==> src/rtl/alu_pkg.sv <==
// Shared definitions for the multi-cycle ALU: opcode encoding, FSM state
// encoding and the helper that tells which opcodes take the iterative path.
package alu_pkg;

    localparam logic [3:0] ALU_AND  = 4'h0;
    localparam logic [3:0] ALU_OR   = 4'h1;
    localparam logic [3:0] ALU_ADD  = 4'h2;
    localparam logic [3:0] ALU_XOR  = 4'h3;
    localparam logic [3:0] ALU_NOR  = 4'h4;
    localparam logic [3:0] ALU_SLL  = 4'h5;
    localparam logic [3:0] ALU_SUB  = 4'h6;
    localparam logic [3:0] ALU_SLT  = 4'h7;
    localparam logic [3:0] ALU_SRL  = 4'h8;
    localparam logic [3:0] ALU_SRA  = 4'h9;
    localparam logic [3:0] ALU_MUL  = 4'hA;
    localparam logic [3:0] ALU_DIVU = 4'hB;
    localparam logic [3:0] ALU_REMU = 4'hC;

    typedef enum logic [1:0] {
        S_IDLE = 2'd0,
        S_BUSY = 2'd1,
        S_DONE = 2'd2
    } state_t;

    // MUL/DIVU/REMU run through the shift-add / restoring-division datapath.
    function automatic logic is_iterative(input logic [3:0] op);
        return (op == ALU_MUL) || (op == ALU_DIVU) || (op == ALU_REMU);
    endfunction

endpackage

==> src/rtl/alu_mc_if.sv <==
// Issue/writeback bus of alu_mc.
// Handshake: a transfer happens on a rising clk edge where valid && ready are
// both high; valid must not depend on ready, and a producer holding valid keeps
// its payload stable until that edge. Input side: in_valid/in_ready carry
// aluop/a/b. Output side: out_valid/out_ready carry result/zero/err.
interface alu_mc_if #(parameter int WIDTH = 32);
    logic             in_valid;
    logic             in_ready;
    logic [3:0]       aluop;
    logic [WIDTH-1:0] a;
    logic [WIDTH-1:0] b;
    logic             out_valid;
    logic             out_ready;
    logic [WIDTH-1:0] result;
    logic             zero;
    logic             err;

    modport master (
        output in_valid, aluop, a, b, out_ready,
        input  in_ready, out_valid, result, zero, err
    );

    modport slave (
        input  in_valid, aluop, a, b, out_ready,
        output in_ready, out_valid, result, zero, err
    );
endinterface

==> src/rtl/alu_muldiv_iter.sv <==
// Iterative unsigned multiplier / restoring divider, one step per cycle for
// WIDTH cycles. hi holds the product accumulator or the partial remainder,
// lo holds the multiplier or the dividend/quotient, bop holds the shifting
// multiplicand or the divisor. result reflects the value after the step in
// progress, so the caller can capture it on the same edge as the last step.
module alu_muldiv_iter
    import alu_pkg::*;
#(
    parameter int WIDTH = 32
) (
    input  logic             clk,
    input  logic             reset_n,
    input  logic             start,
    input  logic [3:0]       op,
    input  logic [WIDTH-1:0] a,
    input  logic [WIDTH-1:0] b,
    output logic             done,
    output logic [WIDTH-1:0] result,
    output logic             divzero
);
    localparam int CW = $clog2(WIDTH + 1);

    logic [CW-1:0]    count_q;
    logic             active_q, is_mul_q, is_rem_q, divzero_q;
    logic [WIDTH-1:0] hi_q, lo_q, bop_q;
    logic [WIDTH-1:0] hi_n, lo_n, bop_n;
    logic [WIDTH:0]   rem_sh;

    // One multiply or division step computed from the current registers.
    always_comb begin
        rem_sh = {hi_q, lo_q[WIDTH-1]};
        hi_n   = hi_q;
        lo_n   = lo_q;
        bop_n  = bop_q;
        if (is_mul_q) begin
            if (lo_q[0]) hi_n = hi_q + bop_q;
            lo_n  = lo_q >> 1;
            bop_n = bop_q << 1;
        end else if (rem_sh >= {1'b0, bop_q}) begin
            // True difference is below 2^WIDTH, so the low bits are exact.
            hi_n = rem_sh[WIDTH-1:0] - bop_q;
            lo_n = {lo_q[WIDTH-2:0], 1'b1};
        end else begin
            hi_n = rem_sh[WIDTH-1:0];
            lo_n = {lo_q[WIDTH-2:0], 1'b0};
        end
    end

    // Operand capture on start, then WIDTH steps while the counter runs down.
    always_ff @(posedge clk) begin
        if (!reset_n) begin
            count_q   <= '0;
            active_q  <= 1'b0;
            is_mul_q  <= 1'b0;
            is_rem_q  <= 1'b0;
            divzero_q <= 1'b0;
            hi_q      <= '0;
            lo_q      <= '0;
            bop_q     <= '0;
        end else if (start) begin
            count_q   <= CW'(WIDTH);
            active_q  <= 1'b1;
            is_mul_q  <= (op == ALU_MUL);
            is_rem_q  <= (op == ALU_REMU);
            divzero_q <= (op != ALU_MUL) && (b == '0);
            hi_q      <= '0;
            lo_q      <= a;
            bop_q     <= b;
        end else if (active_q) begin
            count_q <= count_q - 1'b1;
            hi_q    <= hi_n;
            lo_q    <= lo_n;
            bop_q   <= bop_n;
            if (count_q == CW'(1)) active_q <= 1'b0;
        end
    end

    assign done    = active_q && (count_q == CW'(1));
    assign result  = (is_mul_q || is_rem_q) ? hi_n : lo_n;
    assign divzero = divzero_q;

endmodule

==> src/rtl/alu_mc.sv <==
// Multi-cycle ALU with valid/ready on both sides. Single-cycle ops and illegal
// opcodes answer one cycle after acceptance; MUL/DIVU/REMU take WIDTH+1 cycles.
// Build option: define ALU_MULDIV_EN to include the iterative multiply/divide
// datapath; without it opcodes A-C are reported as illegal.
module alu_mc
    import alu_pkg::*;
#(
    parameter int WIDTH = 32
) (
    input  logic   clk,
    input  logic   reset_n,
    alu_mc_if.slave bus,
    output state_t dbg_state
);
    localparam int SHW = $clog2(WIDTH);

    state_t           state_q, next_state;
    logic             accept, iter_op, load_single, load_iter;
    logic [SHW-1:0]   sh;
    logic [WIDTH-1:0] single_res, result_q, iter_result;
    logic             single_err, zero_q, err_q, iter_done, iter_divzero;

    assign sh          = bus.b[SHW-1:0];
    assign bus.in_ready = (state_q == S_IDLE) || (state_q == S_DONE && bus.out_ready);
    assign accept      = bus.in_valid && bus.in_ready;

`ifdef ALU_MULDIV_EN
    assign iter_op = is_iterative(bus.aluop);

    alu_muldiv_iter #(.WIDTH(WIDTH)) u_iter (
        .clk     (clk),
        .reset_n (reset_n),
        .start   (accept && iter_op),
        .op      (bus.aluop),
        .a       (bus.a),
        .b       (bus.b),
        .done    (iter_done),
        .result  (iter_result),
        .divzero (iter_divzero)
    );
`else
    assign iter_op      = 1'b0;
    assign iter_done    = 1'b0;
    assign iter_result  = '0;
    assign iter_divzero = 1'b0;
`endif

    // Single-cycle operations; anything not handled here is illegal.
    always_comb begin
        single_res = '0;
        single_err = 1'b0;
        case (bus.aluop)
            ALU_AND: single_res = bus.a & bus.b;
            ALU_OR:  single_res = bus.a | bus.b;
            ALU_ADD: single_res = bus.a + bus.b;
            ALU_XOR: single_res = bus.a ^ bus.b;
            ALU_NOR: single_res = ~(bus.a | bus.b);
            ALU_SLL: single_res = bus.a << sh;
            ALU_SUB: single_res = bus.a - bus.b;
            ALU_SLT: single_res = {{(WIDTH-1){1'b0}}, ($signed(bus.a) < $signed(bus.b))};
            ALU_SRL: single_res = bus.a >> sh;
            ALU_SRA: single_res = WIDTH'($signed(bus.a) >>> sh);
            default: single_err = 1'b1;
        endcase
    end

    // Next-state logic and load strobes for the output registers.
    always_comb begin
        next_state  = state_q;
        load_single = 1'b0;
        load_iter   = 1'b0;
        case (state_q)
            S_IDLE, S_DONE: begin
                if (state_q == S_DONE && bus.out_ready) next_state = S_IDLE;
                if (accept) begin
                    if (iter_op) begin
                        next_state = S_BUSY;
                    end else begin
                        next_state  = S_DONE;
                        load_single = 1'b1;
                    end
                end
            end
            S_BUSY: begin
                if (iter_done) begin
                    next_state = S_DONE;
                    load_iter  = 1'b1;
                end
            end
            default: next_state = S_IDLE;
        endcase
    end

    // State register.
    always_ff @(posedge clk) begin
        if (!reset_n) state_q <= S_IDLE;
        else          state_q <= next_state;
    end

    // Output registers; they only change when a new result is captured.
    always_ff @(posedge clk) begin
        if (!reset_n) begin
            result_q <= '0;
            zero_q   <= 1'b0;
            err_q    <= 1'b0;
        end else if (load_single) begin
            result_q <= single_res;
            zero_q   <= (single_res == '0);
            err_q    <= single_err;
        end else if (load_iter) begin
            result_q <= iter_result;
            zero_q   <= (iter_result == '0);
            err_q    <= iter_divzero;
        end
    end

    assign bus.out_valid = (state_q == S_DONE);
    assign bus.result    = result_q;
    assign bus.zero      = zero_q;
    assign bus.err       = err_q;
    assign dbg_state     = state_q;

endmodule

==> src/flat_wrapper.sv <==
// flat-port wrapper written by rule: the top's interface ports become plain ports
module alu_mc_flat import alu_pkg::*;
#(
    parameter int WIDTH = 32
)
  (clk, reset_n, dbg_state, bus_in_valid, bus_aluop, bus_a, bus_b, bus_out_ready, bus_in_ready, bus_out_valid, bus_result, bus_zero, bus_err);
  alu_mc_if #(.WIDTH(WIDTH)) bus_i ();
  input  logic clk;
  input  logic reset_n;
  output state_t dbg_state;
  input wire logic [$bits(bus_i.in_valid)-1:0] bus_in_valid;
  input wire logic [$bits(bus_i.aluop)-1:0] bus_aluop;
  input wire logic [$bits(bus_i.a)-1:0] bus_a;
  input wire logic [$bits(bus_i.b)-1:0] bus_b;
  input wire logic [$bits(bus_i.out_ready)-1:0] bus_out_ready;
  output wire logic [$bits(bus_i.in_ready)-1:0] bus_in_ready;
  output wire logic [$bits(bus_i.out_valid)-1:0] bus_out_valid;
  output wire logic [$bits(bus_i.result)-1:0] bus_result;
  output wire logic [$bits(bus_i.zero)-1:0] bus_zero;
  output wire logic [$bits(bus_i.err)-1:0] bus_err;
  assign bus_i.in_valid = bus_in_valid;
  assign bus_i.aluop = bus_aluop;
  assign bus_i.a = bus_a;
  assign bus_i.b = bus_b;
  assign bus_i.out_ready = bus_out_ready;
  assign bus_in_ready = bus_i.in_ready;
  assign bus_out_valid = bus_i.out_valid;
  assign bus_result = bus_i.result;
  assign bus_zero = bus_i.zero;
  assign bus_err = bus_i.err;
  alu_mc #(.WIDTH(WIDTH)) u_core (.clk(clk), .reset_n(reset_n), .bus(bus_i), .dbg_state(dbg_state));
endmodule
==> config.mk <==
export PLATFORM = sky130hd
export DESIGN_NAME = alu_mc_flat
export DESIGN_NICKNAME = d
export VERILOG_FILES = /design/src/rtl/alu_pkg.sv /design/src/rtl/alu_mc_if.sv /design/src/rtl/alu_muldiv_iter.sv /design/src/rtl/alu_mc.sv /design/src/flat_wrapper.sv
export SDC_FILE = /design/constraint.sdc
export NUM_CORES = 1
export LEC_CHECK = 0
export ABC_AREA = 0
export CAP_MARGIN = 20
export CORE_MARGIN = 4
export CORE_UTILIZATION = 40
export DETAILED_ROUTE_END_ITERATION = 7
export PLACE_DENSITY = 0.64
export SYNTH_ARGS = -nofsm -noshare
export SYNTH_HDL_FRONTEND = slang
export SYNTH_HIERARCHICAL = 1
export SYNTH_SLANG_ARGS = --single-unit
==> constraint.sdc <==
create_clock -name clk -period 5.25 [get_ports clk]
set_clock_uncertainty 0.2 [all_clocks]
set_input_delay 0.7875 -clock clk [delete_from_list [all_inputs] [get_ports clk]]
set_output_delay 0.7875 -clock clk [all_outputs]
set_load 0.01 [all_outputs]
Word level (Yosys, flattened, before mapping)
Cells that the tools add are included.
W data, S select, Z words.

cells by class
  add/sub/neg operators = 2
  order comparisons = 1
  eq/ne operators = 12
  shifts and indexed selects = 3
  mux-type cells = 10
  bitwise operators = 5
  reduce and logical (&&, ||, !) cells = 9

operator list
  cell                  number
  $pmux W32 S10         1
  $add A32 B32 Y32      1
  $and A32 B32 Y32      1
  $logic_not A32 Y1     1
  $lt A32 B32 Y1        1
  $mux W32              1
  $not A32 Y32          1
  $or A32 B32 Y32       1
  $shl A32 B5 Y32       1
  $shr A32 B5 Y32       1
  $sshr A32 B5 Y32      1
  $sub A32 B32 Y32      1
  $xor A32 B32 Y32      1
  $eq A4 B3 Y1 const B  4
  $reduce_or A10 Y1     1
  $eq A4 B2 Y1 const B  2
  $eq A4 B4 Y1 const B  2
  $mux W1               5
  $eq A4 B1 Y1 const B  1
  $logic_not A4 Y1      1
  $mux W2               2
  $pmux W2 S2           1
  $ne A3 B1 Y1 const B  1
  $eq A2 B1 Y1 const B  1
  other kinds (7)       8

storage, ports and cells
  register bits = 36
  input port bits = 72
  output and inout port bits = 38
  logic and storage cells = 46

Logic depth before layout (Yosys ltp)
Gate-level depths: netlist of the first run.

  word-level depth = 7
  depth in mapped cells = 18
  depth with buffers taken out = 15

Worst setup path after synthesis of the first run
Ideal clock, no wire load.

  kind = input-to-reg
  start point = input port bus_b[2]
  end point = register u_core.zero_q (netlist: u_core/bus.zero)
  library setup time = 87 ps
  data arrival time = 4928 ps
  required time = 4963 ps
  setup slack = 35 ps
  stages on the path = 17
  buffers on the path = 3
  cell sequence = clkbuf_1 inv_2 buf_1 clkbuf_1 ha_1 nor2b_1 o2111a_1 o21a_1 o21ai_0 nand2_1 a221o_1 a2111oi_0 nand4b_1 nor4_2 o2111ai_1 or4_1 o31ai_1

between the ends
  longest elaborated chain between the ends = 5
  elaborated cells between the ends (all ways) = 13
  classes of those cells = 2 x add/sub; 1 x order compare; 3 x shift; 2 x mux; 4 x bitwise; 1 x reduce/logical

ends and longest elaborated chain
  element                                                   RTL line            RTL
  from (decl)                                               flat_wrapper.sv:14  input wire logic [$bits(bus_i.b)-1:0] bus_b;
  branches (longest 2 deep; another with $sub A32 B32 Y32)  -
  $pmux W32 S10 (*)                                         alu_mc.sv:52        case (bus.aluop)
  $logic_not A32 Y1 (*)                                     alu_mc.sv:108       zero_q <= (single_res == '0);
  $mux W1 (*)                                               alu_mc.sv:106       end else if (load_single) begin
  to (signal assigned)                                      alu_mc.sv:108
  to (signal assigned)                                      alu_mc.sv:112       zero_q <= (iter_result == '0);
  to (decl)                                                 alu_mc.sv:21        logic single_err, zero_q, err_q, iter_done, iter_divzero;

Mark *: on every way between the ends. The select of a mux whose other input is x is not followed.
A chain may end at the register's enable or synchronous reset.

Final worst setup path of the first run
  start point = input port bus_a[25]
  end point = register u_core.zero_q (netlist: u_core/bus.zero)

between the ends
  longest elaborated chain between the ends = 5
  elaborated cells between the ends (all ways) = 13
  classes of those cells = 2 x add/sub; 1 x order compare; 3 x shift; 2 x mux; 4 x bitwise; 1 x reduce/logical

ends and longest elaborated chain
  element                                                   RTL line            RTL
  from (decl)                                               flat_wrapper.sv:13  input wire logic [$bits(bus_i.a)-1:0] bus_a;
  branches (longest 2 deep; another with $sub A32 B32 Y32)  -
  $pmux W32 S10 (*)                                         alu_mc.sv:52
  $logic_not A32 Y1 (*)                                     alu_mc.sv:108
  $mux W1 (*)                                               alu_mc.sv:106

Marks and branches as above.

==> flow_metrics.py, run 1 <==
metrics = {
    "run_status": {
        "status": "complete, no violations",
    },
    "floorplanning": {
        "initial_utilization": 0.407,
        "die_h_um": 174,
        "ios": 110,
        "placementRows": 60,
        "die_w_um": 174,
        "dieArea_um2": 30100,
        "coreArea_um2": 27000,
    },
    "yosys": {
        "synth_cell_type_count": 91,
        "synthArstFlopShare": 0,
        "synth_ff_type": "dfxtp_1",
        "yosysWarnings": 6,
        "synth-edff-count": 0,
        "synthesis.nets": 1759,
        "avgSynthCellArea_um2": 6.92,
        "yosysSeqAreaShare": 0.0639,
        "syn_inst": 1586,
        "ys_seq_elements": 35,
        "synth_area_um2": 11000,
    },
    "cts": {
        "cts_max_level": 2,
        "hold_buffers": 0,
        "cts.sinks": 35,
        "clockBufferDepth": 2,
        "numCtsBuffers": 5,
        "clk_latency_ns": 0.28,
        "clockRootBuffer": "clkbuf_16",
        "path_clk_slew_ns": 0.05,
        "cts_tree": "done",
    },
    "critical_path": {
        "cp_data_required_time_ns": 5.25,
        "cp_top_family": "compound AO/OA/AOI/OAI gates",
        "worstSetupStartpointType": "primary input",
        "crit_buf_inv": 2,
        "cp_max_fo": 4,
        "worst-setup-path-type": "in -> reg",
        "path_cells": "clkdlybuf4s50_1 -> mux4_2 -> mux2i_1 -> o32ai_1 -> a2111oi_0 -> buf_4 -> o221ai_1 -> nor4_1 -> nand4_1 -> nor4_2 -> o2111ai_1 -> or4_1 -> o31ai_1",
        "slowest_delay_ns": 0.58,
        "r2r-start": "u_core/dbg_state[1]",
        "cp-startpoint": "bus_a[25]",
        "critPathCaptureType": "flip-flop",
        "cp_slowest_cell": "mux4_2",
        "crit_arrival_ns": 5.20,
    },
    "drt": {
        "ant_nets": 0,
        "wirelength_um": 64000,
        "drc": 0,
        "vias": 15457,
        "first_iter_violations": 2332,
        "via_per_inst": 6.61,
        "drt_pass1_iterations": 7,
        "wire_per_inst_um": 27.4,
    },
    "layout": {
        "nNetsFinal": 2167,
        "layout-drive-gt1-share": 0.261,
        "synthToLayoutAreaGrowth_pct": 40.4,
    },
    "timing": {
        "worst_slew_pin_slew_ns": 0.968,
        "tns_ns": 0,
        "finalHoldViolations": 0,
        "hold-worst-slack_ns": 0.257,
        "max_clock_freq_mhz": 192,
        "rsz0062_at_grt": "no",
        "final-max-slew-violation-count": 0,
        "setup_violations": 0,
        "relSlewSlack": 0.347,
        "min_period_over_period": 0.992,
        "period_minus_slack_ns": 5.21,
    },
    "grt": {
        "grt_use_total": 0.401,
        "antenna_found_initial": 2,
        "overflow": 0,
        "grt_max_degree": 48,
        "grt_pass1_wl_um": 93300,
        "grt_pass1_vias": 14693,
    },
    "flow_run": {
        "drv_cap": 0,
    },
    "pwr": {
        "powerDensity_nw_per_um2": 151,
        "leakagePower_nw": 6.89,
        "vdd_ir_drop_max_v": 0.0000923,
    },
    "place": {
        "gp_congestion": 1.10,
        "io_buffers": 108,
        "dp_hpwl_um": 54000,
    },
    "worst_hold_path": {
        "hold_class": "reg -> reg",
        "hp-start": "u_core/bus.err",
    },
}
==> layer usage <==
layer | GRT usage | share of wire
met4 | 0.172 | 0.053
met5 | 0 | 0.00020
met2 | 0.641 | 0.44
met1 | 0.534 | 0.40
met3 | 0.0680 | 0.11
==> registers in the layout, summed over array words and instances (netlist names) <==
signal and count:
u_core/bus.result 32, u_core/bus.err 1, u_core/bus.zero 1, u_core/dbg_state 1
==> worst paths after layout <==
path              cells after the start  slack [ns]               to
setup / recovery                     13        0.04  u_core/bus.zero
hold / removal                        2        0.26   u_core/bus.err
setup reg to reg                     11        1.92  u_core/bus.zero
hold reg to reg                       2        0.26   u_core/bus.err
==> worst min-delay path, delay by kind of cell (launching register included) <==
kind / cells / cell delay (ns)
DFF: 1 / 0.30
AOI/OAI and AO/OA: 1 / 0.05
and+or+nand+nor: 1 / 0.05
==> placed cells by master (no fill, tap or decap), types with 28 or more instances in the layout <==
master and instances:
o22ai_1 29, nor3_1 52, buf_4 411, dfxtp_1 35, o21ai_0 90, a21oi_1 108
nand3_1 45, clkdlybuf4s50_1 103, nand2_1 136, mux2i_1 59, a211oi_1 43, ha_1 98
inv_1 99, nor2_1 174, mux4_2 32, o211ai_1 28
==> cell families (layout without fill, tap and decap cells) <==
group	Yosys count	count (layout)	share of synthesized area
simple gates	556	556	0.241
compound gates	541	541	0.342
buf+inv	228	637	0.0852
mux	113	113	0.142
fa+ha+maj	101	101	0.117
flops	35	35	0.0639
xor+xnor	11	11	0.00878
other cells	1	2	0.000342
==> synthesized netlist by cell type, types with 17 or more instances <==
library cell	number	area share
a211oi_1	43	0.029
a21oi_1	110	0.050
a31oi_1	25	0.014
clkbuf_1	86	0.029
dfxtp_1	35	0.064
ha_1	99	0.11
inv_1	99	0.034
mux2_2	21	0.022
mux2i_1	59	0.054
mux4_2	32	0.066
nand2_1	136	0.047
nand2b_1	25	0.014
nand3_1	45	0.021
nand4_1	21	0.012
nor2_1	174	0.060
nor3_1	53	0.024
o211ai_1	28	0.019
o21ai_0	94	0.043
o221ai_1	17	0.014
o22ai_1	29	0.017
==> per-stage QoR <==
| stage | cell area (µm²) | worst slack [ns] | utilization | std cells | total power [W] |
|---|---|---|---|---|---|
| 2_1_floorplan | 11000 | 0.0351 | - | 1586 | 0.00110 |
| 3_3_place_gp | 15100 | -0.579 | 0.562 | 2326 | 0.00191 |
| 3_5_place_dp | 15100 | -0.590 | 0.562 | 2327 | 0.00192 |
| 4_1_cts | 15300 | 0.0495 | 0.569 | 2335 | 0.00227 |
| 5_1_grt | 15400 | 0.000214 | 0.572 | 2336 | 0.00243 |
| 6_report | 15400 | 0.0436 | 0.572 | 2337 | 0.00233 |
==> timing repair <==
| action | 4_1_cts | 5_1_grt |
|---|---|---|
| pin swaps | 1 | 4 |
| endpoints found under the setup margin | 1 | 1 |
| setup buffers | 0 | 1 |
| resized for setup | 4 | 20 |
| hold endpoints to repair | 0 | 0 |
==> where the power goes <==
| part | switching, W | internal (W) |
|---|---|---|
| Clock | 0.000104 | 0.000236 |
| Sequential | 0.0000114 | 0.000289 |
| Combinational | 0.000949 | 0.000741 |
| Total | 0.00106 | 0.00127 |
==> final cells by class <==
cell class / instances / area, µm²
antenna: 1 / 2.50
clock buffer: 6 / 139
clock inverter: 2 / 35.0
fill: 2642 / 11500
inverter: 102 / 383
multi-input combinational: 1323 / 9410
sequential: 35 / 701
tap: 341 / 427
timing repair buffer: 527 / 4310
(Power assumes the default switching activity.)
==> run 2: changes to the inputs <==
Settings changed: ABC_AREA 0 to 1, ABC_CLOCK_PERIOD_IN_PS from default to 5250, CTS_BUF_LIST from default to sky130_fd_sc_hd__clkbuf_4 sky130_fd_sc_hd__clkbuf_8, PLACE_DENSITY 0.64 to 0.63.
==> run 2 against run 1 <==
Compared with the run above:
- fmax rose by 13%
- synthesized cell count rose by 51%
- cell count rose by 21%
- synthesized area rose by 8.5%
- total power fell by 19%
- global-route usage fell by 3.5 points
- clock power fell by 23%
==> flow_metrics.py, run 2 <==
metrics = {
    "run_status": {
        "status": "complete, no violations",
    },
    "pwr": {
        "pwr-share-comb": 0.704,
        "switchingPower_w": 0.00105,
        "sw_frac_of_total": 0.552,
        "powerDensity_nw_per_um2": 142,
        "seqPwrFrac": 0.158,
        "clkPwrFrac": 0.138,
        "p_int_w": 0.000850,
        "vdd_ir_drop_max_v": 0.0000963,
        "leakagePower_nw": 7.32,
    },
    "cts": {
        "cts-resized-gates": 0,
        "cts_tree": "done",
        "path_clk_slew_ns": 0.07,
        "cts_max_level": 2,
        "hold_buffers": 0,
        "numCtsBuffers": 5,
        "cts.sinks": 35,
        "clk_latency_ns": 0.30,
        "clockRootBuffer": "clkbuf_8",
        "clockBufferDepth": 2,
        "post_cts_buffers": 0,
    },
    "floorplanning": {
        "initial_utilization": 0.410,
        "coreArea_um2": 29000,
        "die_h_um": 181,
        "die_w_um": 181,
        "ios": 110,
        "dieArea_um2": 32600,
        "placementRows": 62,
    },
    "worst_hold_path": {
        "worstHoldPathCells": 2,
        "hold_class": "reg -> reg",
    },
    "yosys": {
        "synth_area_um2": 11900,
        "yosys-top-cells-count": "nand2_1, nand3_1, inv_1",
        "avgSynthCellArea_um2": 4.98,
        "ys_seq_elements": 35,
        "syn_inst": 2390,
        "synthArstFlopShare": 0,
        "synth_area_leader_cell": "nand2_1",
        "synth_top_cell_area_share": 0.238,
        "synth-edff-count": 0,
        "synthesis.nets": 2563,
        "yosysSeqAreaShare": 0.0588,
        "synth.area.top_cells": "nand2_1, nand3_1, ha_1",
        "synth_cell_type_count": 44,
        "synth.most_common_cell": "nand2_1",
        "synth_ff_type": "dfxtp_1",
        "yosysWarnings": 6,
    },
    "timing": {
        "rsz0062_at_grt": "no",
        "hold-worst-slack_ns": 0.286,
        "setup_violations": 0,
        "tns_ns": 0,
        "max_clock_freq_mhz": 217,
        "final-max-slew-violation-count": 0,
        "worst_slew_pin_slew_ns": 1.05,
        "min_period_over_period": 0.878,
        "relSlewSlack": 0.296,
        "fin_ws_ns": 0.640,
        "finalHoldViolations": 0,
        "period_minus_slack_ns": 4.61,
    },
    "drt": {
        "vias": 16436,
        "drc": 0,
        "ant_nets": 0,
        "wire_per_inst_um": 22.3,
        "via_per_inst": 5.81,
        "drt_pass1_iterations": 8,
        "wirelength_um": 63100,
        "first_iter_violations": 2353,
    },
    "layout": {
        "final_common_cell": "nand2_1",
        "layout-drive-gt1-share": 0.0454,
        "largest_reg_flops": 32,
        "nNetsFinal": 2619,
        "final_cell_mix": "nand2_1, nand3_1, inv_1",
        "synthToLayoutAreaGrowth_pct": 12.3,
        "antennaDiodeCount": 0,
        "n_fill_cell": 3367,
    },
    "critical_path": {
        "r2r_end": "u_core/bus.zero",
        "slowest_delay_ns": 0.67,
        "path_cells": "clkdlybuf4s50_1 -> inv_1 -> ha_1 -> nand2_1 -> inv_1 -> nand2_1 -> nor2_1 -> nand4_1 -> nand3_1 -> nand2_1 -> nand3_1 -> nand2_1 -> nor2_1 -> nand3_1 -> nor2_1 -> nand2_1 -> nor2_1 -> nand2_1 -> a21oi_2",
        "cp_slowest_cell": "clkdlybuf4s50_1",
        "cp-startpoint": "bus_a[15]",
        "worst-setup-path-type": "in -> reg",
        "cp_data_required_time_ns": 5.28,
        "r2r-start": "u_core/dbg_state[1]",
        "crit_end": "u_core/bus.zero",
        "worstSetupStartpointType": "primary input",
        "rr_worst_depth": 16,
        "critPathCaptureType": "flip-flop",
        "rrSetupSlack_ns": 2.62,
        "crit_arrival_ns": 4.64,
        "cp_max_fo": 10,
        "cp_common_cell": "nand2_1",
    },
    "grt": {
        "grt_max_degree": 68,
        "overflow": 0,
        "grt_pass1_wl_um": 92100,
        "antenna_found_initial": 2,
        "grt_pass1_vias": 15050,
        "grt_use_total": 0.366,
    },
    "flow_run": {
        "drv_cap": 0,
    },
    "place": {
        "gp_congestion": 1.15,
        "dp_hpwl_um": 52500,
        "io_buffers": 108,
        "dp_slack_ns": 0.564,
    },
}
-- run 2: cell types whose count changed after synthesis, sizes merged, moves of 26 or more --
cell / delta
mux4: -32
nor2: +90
a21oi: -49
clkbuf: -62
nand2: +638
inv: +234
a211oi: -43
mux2i: -59
o21ai: -30
nor3: -26
buf: +46
nand3: +464
o22ai: -27
-- run 2: how the worst min path moves through the flow --
| stage | start | end | slack (ns) |
|---|---|---|---|
| global route | u_core/bus.err | u_core/bus.err | 0.31 |
| finish | u_core/bus.err | u_core/bus.err | 0.29 |
| global placement | u_core/bus.err | u_core/bus.err | 0.27 |
| CTS | u_core/bus.err | u_core/bus.err | 0.28 |
| detailed placement | u_core/bus.err | u_core/bus.err | 0.27 |
| floorplan | u_core/bus.err | u_core/bus.err | 0.29 |
-- run 2: cell type report --
cell class / count / area [µm²] / share of cell area
repair buffers: 159 / 1450 / 0.108
multi-input cells: 1910 / 9360 / 0.700
clock inverters: 2 / 35.0 / 0.00262
well taps: 384 / 480 / 0.0359
clock buffers: 6 / 82.6 / 0.00618
inverters: 335 / 1260 / 0.0944
flip-flops and latches: 35 / 701 / 0.0524
-- run 2: kinds of logic (layout without fill, tap and decap cells) --
logic type | count (synthesis) | after routing | share of synthesized area
fa+ha+maj | 101 | 101 | 0.107
compound gates | 178 | 178 | 0.0864
simple gates | 1629 | 1629 | 0.591
buf+inv | 445 | 502 | 0.156
xor+xnor | 1 | 1 | 0.000736
flops | 35 | 35 | 0.0588
other cells | 1 | 1 | 0.000315
-- run 2: metal layers --
metal | vias up | part of all wire | track usage
li1 | 7764 | - | -
met1 | 7613 | 0.42 | 0.509
met2 | 944 | 0.45 | 0.592
met3 | 113 | 0.10 | 0.0573
met4 | 2 | 0.031 | 0.0920
met5 | - | 0.00017 | 0
-- run 2: power by group through the flow --
stage | Combinational, W | Clock (W) | Sequential, W
global route | 0.00144 | 0.000274 | 0.000302
CTS | 0.00129 | 0.000264 | 0.000299
floorplan | 0.000792 | 0 | 0.000315
global placement | 0.00128 | 0 | 0.000305
detailed placement | 0.00128 | 0 | 0.000306
finish | 0.00134 | 0.000262 | 0.000299
-- run 2: critical path: cells and delay by family --
kind	cells	cell delay, ns
compound gates	1	0.11
fa+ha+maj	1	0.56
buf+inv	3	0.86
simple gates	14	2.31
-- run 2: stage by stage --
| step | cell area (µm²) | cells | utilization | power [W] |
|---|---|---|---|---|
| final | 13400 | 2831 | 0.461 | 0.00190 |
| after global placement | 13300 | 2823 | 0.457 | 0.00159 |
| after CTS | 13400 | 2831 | 0.461 | 0.00185 |
| after global routing | 13400 | 2831 | 0.461 | 0.00202 |
| after floorplan | 11900 | 2390 | - | 0.00111 |
| after detailed placement | 13300 | 2823 | 0.457 | 0.00159 |
